$ cat src/rtl/noc_packet_depacketizer_pkg.sv
// Shared NoC definitions: flit types and the header layout
// used by both the packet creator and the depacketizer.
package noc_packet_depacketizer_pkg;

  typedef enum logic [1:0] {
    FLIT_HEADER      = 2'd0,
    FLIT_BODY        = 2'd1,
    FLIT_TAIL        = 2'd2,
    FLIT_HEADER_TAIL = 2'd3
  } flit_type_e;

  typedef enum logic {
    ST_IDLE,
    ST_PAYLOAD
  } depkt_state_e;

  localparam int unsigned DEF_FW      = 64;
  localparam int unsigned DEF_TDEST_W = 4;
  localparam int unsigned DEF_TID_W   = 4;
  localparam int unsigned DEF_SRC_W   = 8;

  // Header layout, LSB first: tdest, tid, last, tail_bytes, src_id
  function automatic int unsigned hdr_tid_off(
    input int unsigned dw
  );
    return dw;
  endfunction

  function automatic int unsigned hdr_last_off(
    input int unsigned dw,
    input int unsigned idw
  );
    return dw + idw;
  endfunction

  function automatic int unsigned hdr_tb_off(
    input int unsigned dw,
    input int unsigned idw
  );
    return dw + idw + 1;
  endfunction

  function automatic int unsigned hdr_tb_w(
    input int unsigned fw
  );
    return $clog2(fw / 8) + 1;
  endfunction

  function automatic int unsigned hdr_src_off(
    input int unsigned dw,
    input int unsigned idw,
    input int unsigned fw
  );
    return dw + idw + 1 + hdr_tb_w(fw);
  endfunction

  localparam int unsigned HDR_TDEST_OFF = 0;
  localparam int unsigned HDR_TID_OFF   = hdr_tid_off(DEF_TDEST_W);
  localparam int unsigned HDR_LAST_OFF  =
    hdr_last_off(DEF_TDEST_W, DEF_TID_W);
  localparam int unsigned HDR_TB_OFF    =
    hdr_tb_off(DEF_TDEST_W, DEF_TID_W);
  localparam int unsigned HDR_SRC_OFF   =
    hdr_src_off(DEF_TDEST_W, DEF_TID_W, DEF_FW);

endpackage

$ cat src/rtl/axis_skid_fifo2.sv
// Two-entry beat FIFO; head register drives the outputs directly,
// and the not-full flag is registered so ready never sees out_ready.
module axis_skid_fifo2 #(
  parameter int unsigned Width = 8
) (
  input  logic             clk,
  input  logic             rst,
  input  logic             push,
  input  logic [Width-1:0] push_data,
  output logic             ready,
  output logic             out_valid,
  input  logic             out_ready,
  output logic [Width-1:0] out_data
);

  logic [Width-1:0] slot1;
  logic [1:0]       count;
  logic [1:0]       count_nxt;
  logic             pop;
  logic             push_ok;

  assign pop     = out_valid & out_ready;
  assign push_ok = push & ((count != 2'd2) | pop);

  always_comb begin
    count_nxt = count + {1'b0, push_ok} - {1'b0, pop};
  end

  always_ff @(posedge clk) begin
    if (rst) begin
      count     <= 2'd0;
      out_valid <= 1'b0;
      ready     <= 1'b0;
      out_data  <= '0;
      slot1     <= '0;
    end else begin
      count     <= count_nxt;
      out_valid <= count_nxt != 2'd0;
      ready     <= count_nxt != 2'd2;
      if (pop) begin
        if (count == 2'd2) begin
          out_data <= slot1;
          if (push_ok) slot1 <= push_data;
        end else if (push_ok) begin
          out_data <= push_data;
        end
      end else if (push_ok) begin
        if (count == 2'd0) out_data <= push_data;
        else               slot1    <= push_data;
      end
    end
  end

endmodule

$ cat src/rtl/noc_packet_depacketizer.sv
// Strips NoC header flits and rebuilds AXI-Stream beats,
// recovering tid/tdest/tkeep/tlast/tuser from the header.
module noc_packet_depacketizer
  import noc_packet_depacketizer_pkg::*;
#(
  parameter int unsigned NetworkIfFlitWidth             = DEF_FW,
  parameter int unsigned NetworkIfFlitTypeWidth         = 2,
  parameter int unsigned NetworkIfBroadcastWidth        = 1,
  parameter int unsigned NetworkIfVirtualChannelIdWidth = 1,
  parameter int unsigned AxiStreamIfTIdWidth            = DEF_TID_W,
  parameter int unsigned AxiStreamIfTDestWidth          = DEF_TDEST_W,
  parameter int unsigned NetworkIfSourceIdWidth         = DEF_SRC_W
) (
  input  logic clk_network_i,
  input  logic rst_network_i,
  input  logic network_valid_i,
  output logic network_ready_o,
  input  logic [NetworkIfFlitWidth-1:0] network_flit_i,
  input  logic [NetworkIfFlitTypeWidth-1:0] network_flit_type_i,
  input  logic [NetworkIfBroadcastWidth-1:0] network_broadcast_i,
  input  logic [NetworkIfVirtualChannelIdWidth-1:0]
    network_virtual_channel_id_i,
  output logic m_axis_tvalid_o,
  input  logic m_axis_tready_i,
  output logic [NetworkIfFlitWidth-1:0] m_axis_tdata_o,
  output logic [NetworkIfFlitWidth/8-1:0] m_axis_tkeep_o,
  output logic m_axis_tlast_o,
  output logic [AxiStreamIfTIdWidth-1:0] m_axis_tid_o,
  output logic [AxiStreamIfTDestWidth-1:0] m_axis_tdest_o,
  output logic [NetworkIfSourceIdWidth-1:0] m_axis_tuser_o,
  output logic protocol_error_o
);

  localparam int unsigned FW       = NetworkIfFlitWidth;
  localparam int unsigned NB       = FW / 8;
  localparam int unsigned IDW      = AxiStreamIfTIdWidth;
  localparam int unsigned DW       = AxiStreamIfTDestWidth;
  localparam int unsigned SIDW     = NetworkIfSourceIdWidth;
  localparam int unsigned TBW      = hdr_tb_w(FW);
  localparam int unsigned TID_OFF  = hdr_tid_off(DW);
  localparam int unsigned LAST_OFF = hdr_last_off(DW, IDW);
  localparam int unsigned TB_OFF   = hdr_tb_off(DW, IDW);
  localparam int unsigned SRC_OFF  = hdr_src_off(DW, IDW, FW);
  localparam int unsigned BEAT_W   = FW + NB + 1 + IDW + DW + SIDW;

  depkt_state_e state;
  flit_type_e   ft;

  logic            acc;
  logic            in_pay;
  logic [DW-1:0]   h_tdest;
  logic [IDW-1:0]  h_tid;
  logic            h_last;
  logic [TBW-1:0]  h_tb;
  logic [SIDW-1:0] h_src;

  logic [DW-1:0]   lat_tdest;
  logic [IDW-1:0]  lat_tid;
  logic            lat_last;
  logic [TBW-1:0]  lat_tb;
  logic [SIDW-1:0] lat_src;

  logic [TBW-1:0]  tb_eff;
  logic [NB-1:0]   tail_keep;

  logic            push;
  logic            err;
  logic [FW-1:0]   b_data;
  logic [NB-1:0]   b_keep;
  logic            b_last;
  logic [IDW-1:0]  b_tid;
  logic [DW-1:0]   b_tdest;
  logic [SIDW-1:0] b_user;
  logic [BEAT_W-1:0] beat_in;
  logic [BEAT_W-1:0] beat_out;
  logic            unused_inputs;

  assign unused_inputs = ^{network_broadcast_i,
                           network_virtual_channel_id_i};

  assign ft      = flit_type_e'(network_flit_type_i[1:0]);
  assign acc     = network_valid_i & network_ready_o;
  assign in_pay  = state == ST_PAYLOAD;
  assign h_tdest = network_flit_i[0 +: DW];
  assign h_tid   = network_flit_i[TID_OFF +: IDW];
  assign h_last  = network_flit_i[LAST_OFF];
  assign h_tb    = network_flit_i[TB_OFF +: TBW];
  assign h_src   = network_flit_i[SRC_OFF +: SIDW];

  // Out-of-range tail_bytes means a full flit
  always_comb begin
    tb_eff = lat_tb;
    if (lat_tb == '0 || lat_tb > TBW'(NB)) tb_eff = TBW'(NB);
    for (int i = 0; i < NB; i++) begin
      tail_keep[i] = TBW'(i) < tb_eff;
    end
  end

  always_comb begin
    push    = 1'b0;
    err     = 1'b0;
    b_data  = network_flit_i;
    b_keep  = '1;
    b_last  = 1'b0;
    b_tid   = lat_tid;
    b_tdest = lat_tdest;
    b_user  = lat_src;
    unique case (ft)
      FLIT_HEADER: err = in_pay;
      FLIT_HEADER_TAIL: begin
        err     = in_pay;
        push    = h_last;
        b_data  = '0;
        b_keep  = '0;
        b_last  = 1'b1;
        b_tid   = h_tid;
        b_tdest = h_tdest;
        b_user  = h_src;
      end
      FLIT_BODY: begin
        push = in_pay;
        err  = !in_pay;
      end
      FLIT_TAIL: begin
        push   = in_pay;
        err    = !in_pay;
        b_keep = tail_keep;
        b_last = lat_last;
      end
      default: ;
    endcase
    push = push & acc;
    err  = err & acc;
  end

  always_ff @(posedge clk_network_i) begin
    if (rst_network_i) begin
      state            <= ST_IDLE;
      lat_tdest        <= '0;
      lat_tid          <= '0;
      lat_last         <= 1'b0;
      lat_tb           <= '0;
      lat_src          <= '0;
      protocol_error_o <= 1'b0;
    end else begin
      protocol_error_o <= err;
      if (acc) begin
        unique case (ft)
          FLIT_HEADER, FLIT_HEADER_TAIL: begin
            lat_tdest <= h_tdest;
            lat_tid   <= h_tid;
            lat_last  <= h_last;
            lat_tb    <= h_tb;
            lat_src   <= h_src;
            state     <= (ft == FLIT_HEADER) ? ST_PAYLOAD : ST_IDLE;
          end
          FLIT_TAIL: if (in_pay) state <= ST_IDLE;
          default: ;
        endcase
      end
    end
  end

  assign beat_in = {b_data, b_keep, b_last, b_tid, b_tdest, b_user};

  axis_skid_fifo2 #(
    .Width(BEAT_W)
  ) u_fifo (
    .clk      (clk_network_i),
    .rst      (rst_network_i),
    .push     (push),
    .push_data(beat_in),
    .ready    (network_ready_o),
    .out_valid(m_axis_tvalid_o),
    .out_ready(m_axis_tready_i),
    .out_data (beat_out)
  );

  assign {m_axis_tdata_o, m_axis_tkeep_o, m_axis_tlast_o,
          m_axis_tid_o, m_axis_tdest_o, m_axis_tuser_o} = beat_out;

endmodule

$ cat config.mk
export PLATFORM = sky130hd
export DESIGN_NAME = noc_packet_depacketizer
export DESIGN_NICKNAME = d
export VERILOG_FILES = /design/src/rtl/noc_packet_depacketizer_pkg.sv /design/src/rtl/axis_skid_fifo2.sv /design/src/rtl/noc_packet_depacketizer.sv
export SDC_FILE = /design/constraint.sdc
export NUM_CORES = 1
export LEC_CHECK = 0
export CAP_MARGIN = 0
export CORE_UTILIZATION = 53
export CTS_CLUSTER_DIAMETER = 100
export CTS_CLUSTER_SIZE = 24
export DETAILED_ROUTE_END_ITERATION = 10
export GPL_ROUTABILITY_DRIVEN = 0
export HOLD_SLACK_MARGIN = 0.1
export PLACE_DENSITY = 0.86
export SYNTH_ARGS = -nofsm -noshare
export SYNTH_HDL_FRONTEND = slang
export SYNTH_SLANG_ARGS = --single-unit
$ cat constraint.sdc
create_clock -name clk_network_i -period 3.8 [get_ports clk_network_i]
set_clock_uncertainty 0.1 [all_clocks]
set_input_delay 0.76 -clock clk_network_i [delete_from_list [all_inputs] [get_ports clk_network_i]]
set_output_delay 0.76 -clock clk_network_i [all_outputs]
set_load 0.01 [all_outputs]
==> flow_metrics.env, run 1 <==
export IMPL_power_per_cell_area_nw_per_um2=390
export IMPL_seq_area_frac_synth=0.451
export IMPL_setup_viol=0
export IMPL_final_nets=1231
export IMPL_dp_slack_ns=0.248
export IMPL_core_um2=16700
export IMPL_postCtsSetupBuffers=0
export IMPL_regToRegStartpoint="u_fifo.ready$_SDFF_PP0_"
export IMPL_ios=164
export IMPL_dp_cells=1358
export IMPL_rows=47
export IMPL_fp_dieW_um=133
export IMPL_hp_class="reg -> reg"
export IMPL_ctsHoldBuffers=0
export IMPL_placed_cell_area_um2=10800
export IMPL_rsz0062_at_grt="no"
export IMPL_ys_warn_count=0
export IMPL_chipHeight_um=133
export IMPL_final_hold_viol_count=0
export IMPL_p_leak_nw=3.69
export IMPL_syn2layout_area_growth_pct=22.4
export IMPL_rr_worst_depth=8
export IMPL_status="completed"
export IMPL_antenna_violating_nets_post_route=0
export IMPL_most_common_layout_cells="205 x dfxtp_1, 160 x a21oi_1, 160 x clkdlybuf4s50_1"
export IMPL_final_common_cell="dfxtp_1"
export IMPL_async_flop_share=0
export IMPL_drive_gt1_frac=0.0703
export IMPL_worstPathArrival_ns=3.34
export IMPL_wl_per_cell_um=17.2
export IMPL_holdPathEnd="u_fifo.slot1[36]$_SDFFE_PP0P_"
export IMPL_crit_top_cell="ha_1"
export IMPL_synth_xor_xnor_area_share=0.00289
export IMPL_path_clk_slew_ns=0.09
export IMPL_synth_area_mux_share=0.0231
export IMPL_ff2ff_setup_slack_ns=1.54
export IMPL_antenna_found_initial=0
export IMPL_synth_compound_area_share=0.183
export IMPL_utilization=0.667
export IMPL_synth_flop_cell="dfxtp_1"
export IMPL_max_freq_mhz=324
export IMPL_finalCritPeriodShare=0.811
export IMPL_syn_nets=1147
export IMPL_max_stage_delay_ns=0.55
export IMPL_timing_rr_end="u_fifo.out_valid$_SDFF_PP0_"
export IMPL_drv_slew=0
export IMPL_tritoncts="done"
export IMPL_max_slew_margin=0.376
export IMPL_worstHoldStart="u_fifo.slot1[36]$_SDFFE_PP0P_"
export IMPL_worst_slack_ns=0.717
export IMPL_cts_max_level=1
export IMPL_crit_slowest_cell="clkdlybuf4s50_1"
export IMPL_clockBufferDepth=3
export IMPL_cts_buffers=12
export IMPL_dr_pass1_iters=5
export IMPL_cts_root_buf="clkbuf_16"
export IMPL_finalSetupTns_ns=0
export IMPL_critPathLaunch="network_flit_type_i[0]"
export IMPL_start_util=0.545
export IMPL_cap_violations=0
export IMPL_cp_required_ns=4.05
export IMPL_holdPathStages=2
export IMPL_synth_edff_count=0
export IMPL_grt_pass1_wl_um=38500
export IMPL_peakVddDrop_uv=245
export IMPL_drc_errors=0
export IMPL_synthAdderAreaFrac=0.00962
export IMPL_vias_per_cell=5.94
export IMPL_drtIter0Drc=581
export IMPL_die_area_um2=17700
export IMPL_yosys_area_share_simple=0.272
export IMPL_worst_pin_slew_ns=0.936
export IMPL_netlist_area_um2=9110
export IMPL_final_cells=1374
export IMPL_syn_inst=1068
export IMPL_netlist_cell_type_count=40
export IMPL_grt_pass1_vias=7722
export IMPL_synth_top_family_by_area="simple AND/OR/NAND/NOR gates"
export IMPL_nFillCells=1373
export IMPL_end_kind="register"
export IMPL_min_period_ns=3.08
export IMPL_design_area_um2=11100
export IMPL_critPathKind="in -> reg"
export IMPL_clkLatencyLatePin_ns=0.46
export IMPL_crit_path_cell_trace="clkdlybuf4s50_1, inv_1, ha_1, ha_1, a21oi_1, or3_1, a31oi_1, ha_1, xor2_1, xnor2_1, nor2_1, or2_2"
export IMPL_drt_wl_total_um=23600
export IMPL_avgSynthCellArea_um2=8.53
export IMPL_grt_overflow=0
export IMPL_io_buffers=161
export IMPL_vias=8162
export IMPL_track_usage=0.263
export IMPL_grt_max_degree=147
export IMPL_cts_repair_resized=0
export IMPL_dpl_hpwl_um=14300
export IMPL_worst_path_max_fanout=3
export IMPL_cts_sinks=205
export IMPL_critPathLaunchType="input pin"
export IMPL_synth_seq_cells=205
## layer usage
| metal | global-route usage | vias to the layer above | share of wire |
|---|---|---|---|
| li1 | - | 3973 | - |
| met2 | 0.455 | 246 | 0.49 |
| met1 | 0.332 | 3913 | 0.42 |
| met5 | 0 | - | 0 |
| met4 | 0.0683 | 0 | 0.018 |
| met3 | 0.0552 | 30 | 0.070 |
## worst max-delay path: cells and delay by family
kind	cells	cell delay, ns
XOR/XNOR	2	0.34
AND/OR/NAND/NOR	3	0.72
AO/OA/AOI/OAI	2	0.21
adder cells (fa/ha/maj)	3	0.65
buffers and inverters	2	0.65
## through the flow
stage          hold WS (ns)  power [mW]
4_1_cts               0.360        4.37
3_3_place_gp          0.337        3.03
5_1_grt               0.374        4.52
2_1_floorplan         0.331        2.74
3_5_place_dp          0.346        3.05
6_report              0.359        4.35
## how the worst max path moves through the flow
| stage | endpoint | slack [ns] | cells after the start |
|---|---|---|---|
| final | u_fifo.out_valid$_SDFF_PP0_ | 0.72 | 12 |
| after CTS | u_fifo.out_valid$_SDFF_PP0_ | 0.73 | 12 |
| after floorplan | u_fifo.out_valid$_SDFF_PP0_ | 0.83 | 11 |
| after global routing | u_fifo.out_valid$_SDFF_PP0_ | 0.52 | 12 |
| after global placement | u_fifo.out_valid$_SDFF_PP0_ | 0.31 | 12 |
| after detailed placement | u_fifo.out_valid$_SDFF_PP0_ | 0.25 | 12 |
## registers in the layout, indices dropped and copies added, names as in the netlist
name              flops
u_fifo.count          2
lat_tb                4
u_fifo.ready          1
protocol_error_o      1
lat_tdest             4
lat_tid               4
u_fifo.out_data      89
lat_src               8
u_fifo.out_valid      1
in_pay                1
u_fifo.slot1         89
lat_last              1
## cell usage after synthesis, types with 2 or more instances
master     instances  area share
dfxtp_1          205        0.45
a21oi_1          160       0.088
nand2_1          121       0.050
clkbuf_1          89       0.037
nor2_1            76       0.031
a211oi_1          68       0.056
nand3b_1          68       0.056
nor3_1            68       0.037
nor3b_1           66       0.054
nand4_1           20       0.014
nor3_2            17       0.019
mux2_2            16       0.020
o41ai_1           16       0.015
buf_6              9       0.011
buf_2              8      0.0044
ha_1               7      0.0096
inv_1              6      0.0025
buf_1              4      0.0016
o31ai_1            4      0.0033
a22oi_1            3      0.0025
a311oi_1           3      0.0029
a31oi_1            3      0.0021
mux2i_1            3      0.0033
nor2b_1            3      0.0021
o21ai_0            3      0.0016
a2111o_1           2      0.0025
a2111oi_4          2      0.0060
buf_4              2      0.0016
nand3_1            2      0.0011
or2_2              2      0.0014
or3_1              2      0.0014
xor2_1             2      0.0019
## where the power goes
part           switching (mW)  internal [mW]
sequential             0.0615           2.23
clock                   0.703          0.642
combinational           0.366          0.344
## cell families (layout without fill, tap and decap cells)
family          after synthesis  count (layout)
xor+xnor                      3               3
buf+inv                     118             203
flops                       205             205
mux                          19              19
compound gates              267             267
fa+ha+maj                     7               7
other cells                   0               1
simple gates                449             449
## cell type report
class                      instances  area, µm²  area share
timing repair buffer             182       1900       0.170
sequential                       205       4100       0.368
multi-input combinational        745       4500       0.403
tap                              220        275      0.0247
antenna                            1       2.50    0.000225
inverter                           6       22.5     0.00202
clock inverter                     1       11.3     0.00101
clock buffer                      14        339      0.0304
(Power assumes the default switching activity.)
==> run 2: changes to the inputs <==
CORE_UTILIZATION = 48   (was 53)
PLACE_DENSITY = 0.83   (was 0.86)
clock period = 2.8 ns   (was 3.8 ns; I/O delays follow)
==> run 2 against run 1 <==
First-iteration DRC count is 9.0% higher. Worst hold slack got worse by 0.077 ns. Die area rose by 10%. Clock power is 35% higher. Critical endpoint unchanged. Flip-flop and latch count unchanged. Global-route usage is 2.4 points lower. Cell count increased by 3.1%. Highest routed layer unchanged. Sequential share of layout area down 1.0 points. Count of clock-buffer cells in the layout down 1.
==> flow_metrics.env, run 2 (synthesized netlist as in run 1, its figures left out) <==
export IMPL_status="completed"
export IMPL_drc_errors=0
export IMPL_wl_per_cell_um=16.8
export IMPL_p_leak_nw=3.87
export IMPL_nFillCells=1618
export IMPL_vias_per_cell=5.84
export IMPL_cap_violations=0
export IMPL_design_area_um2=11500
export IMPL_antenna_found_initial=0
export IMPL_final_hold_viol_count=0
export IMPL_io_buffers=161
export IMPL_hp_class="in -> reg"
export IMPL_finalCritPeriodShare=0.948
export IMPL_grt_pass1_wl_um=38700
export IMPL_core_um2=18600
export IMPL_grt_pass1_vias=7652
export IMPL_final_nets=1262
export IMPL_fp_dieW_um=140
export IMPL_syn2layout_area_growth_pct=26.0
export IMPL_cts_repair_resized=0
export IMPL_peakVddDrop_uv=369
export IMPL_start_util=0.489
export IMPL_tritoncts="done"
export IMPL_critPathKind="in -> reg"
export IMPL_grt_overflow=0
export IMPL_track_usage=0.240
export IMPL_drt_wl_total_um=23800
export IMPL_drive_gt1_frac=0.0938
export IMPL_die_area_um2=19500
export IMPL_cp_required_ns=3.05
export IMPL_critPathLaunchType="input pin"
export IMPL_max_freq_mhz=377
export IMPL_cts_max_level=1
export IMPL_drtIter0Drc=633
export IMPL_placed_cell_area_um2=11100
export IMPL_max_slew_margin=0.524
export IMPL_postCtsSetupBuffers=0
export IMPL_cts_root_buf="clkbuf_16"
export IMPL_worst_pin_slew_ns=0.714
export IMPL_ctsHoldBuffers=0
export IMPL_setup_viol=0
export IMPL_path_clk_slew_ns=0.09
export IMPL_dpl_hpwl_um=15300
export IMPL_antenna_violating_nets_post_route=0
export IMPL_min_period_ns=2.65
export IMPL_clockBufferDepth=3
export IMPL_final_common_cell="dfxtp_1"
export IMPL_vias=8272
export IMPL_worst_path_max_fanout=2
export IMPL_rsz0062_at_grt="no"
export IMPL_power_per_cell_area_nw_per_um2=516
export IMPL_cts_sinks=205
export IMPL_rows=50
export IMPL_fin_hold_ws_ns=0.281
export IMPL_most_common_layout_cells="205 x dfxtp_1, 160 x a21oi_1, 160 x clkdlybuf4s50_1"
export IMPL_grt_max_degree=133
export IMPL_antennaDiodeCount=0
export IMPL_chipHeight_um=140
export IMPL_ios=164
export IMPL_drv_slew=0
export IMPL_worstPathArrival_ns=2.91
export IMPL_clkLatencyLatePin_ns=0.47
export IMPL_cts_buffers=12
export IMPL_dr_pass1_iters=4
export IMPL_end_kind="register"
export IMPL_top_regs="u_fifo.out_data (89), u_fifo.slot1 (89), lat_src (8)"
run 2: cell types whose count changed in the layout (fill, tap and decap cells not counted):
| cell | before | now |
|---|---|---|
| clkbuf_8 | 1 | 0 |
| clkinv_8 | 0 | 1 |
| inv_8 | 1 | 0 |
| buf_12 | 10 | 17 |
| diode_2 | 1 | 0 |
| buf_4 | 11 | 35 |
run 2: final cells by class:
cell class / count / area (µm²) / area share
sequential: 205 / 4100 / 0.358
inverter: 6 / 22.5 / 0.00196
clock inverter: 1 / 16.3 / 0.00142
clock buffer: 13 / 325 / 0.0284
timing repair buffer: 213 / 2220 / 0.193
tap: 234 / 293 / 0.0255
multi-input combinational: 745 / 4500 / 0.392
run 2: critical path: stages:
cell,delay [ns]
clkdlybuf4s50_1,0.47
inv_1,0.06
ha_1,0.29
ha_1,0.14
a21oi_1,0.05
or3_1,0.35
a31oi_1,0.15
ha_1,0.18
xor2_1,0.17
xnor2_1,0.16
nor2_1,0.07
or2_2,0.26
run 2: report_power, final:
group          internal, mW  switching [mW]  total, mW
sequential             3.03          0.0815       3.11
combinational         0.496           0.501      0.997
clock                 0.844           0.972       1.82
run 2: path summary, 6_finish.rpt:
kind | end | from | depth (start not counted) | slack (ns)
max | u_fifo.out_valid$_SDFF_PP0_ | network_flit_type_i[0] | 12 | 0.15
max reg2reg | u_fifo.out_valid$_SDFF_PP0_ | in_pay$_SDFFE_PP0P_ | 9 | 0.71
min reg2reg | u_fifo.slot1[21]$_SDFFE_PP0P_ | u_fifo.slot1[21]$_SDFFE_PP0P_ | 2 | 0.36
min | u_fifo.ready$_SDFF_PP0_ | rst_network_i | 2 | 0.28
run 2: layer usage:
layer,track usage,share of wire,routed length [µm],vias up
met1,0.305,0.43,10100,3960
li1,-,-,-,4035
met2,0.409,0.48,11400,246
met5,0,0,0,-
met3,0.0496,0.069,1630,31
met4,0.0694,0.024,574,0
run 2: through the flow:
stage | TNS [ns] | power, mW | worst slack, ns | utilization | std cells
final | 0 | 5.92 | 0.146 | 0.615 | 1417
after global placement | -19.73 | 4.15 | -0.333 | 0.597 | 1403
after detailed placement | -23.75 | 4.17 | -0.348 | 0.597 | 1403
after CTS | 0 | 5.97 | 0.152 | 0.615 | 1417
after floorplan | 0 | 3.71 | 0.0340 | - | 1068
after global routing | 0 | 6.16 | 0.0248 | 0.615 | 1417
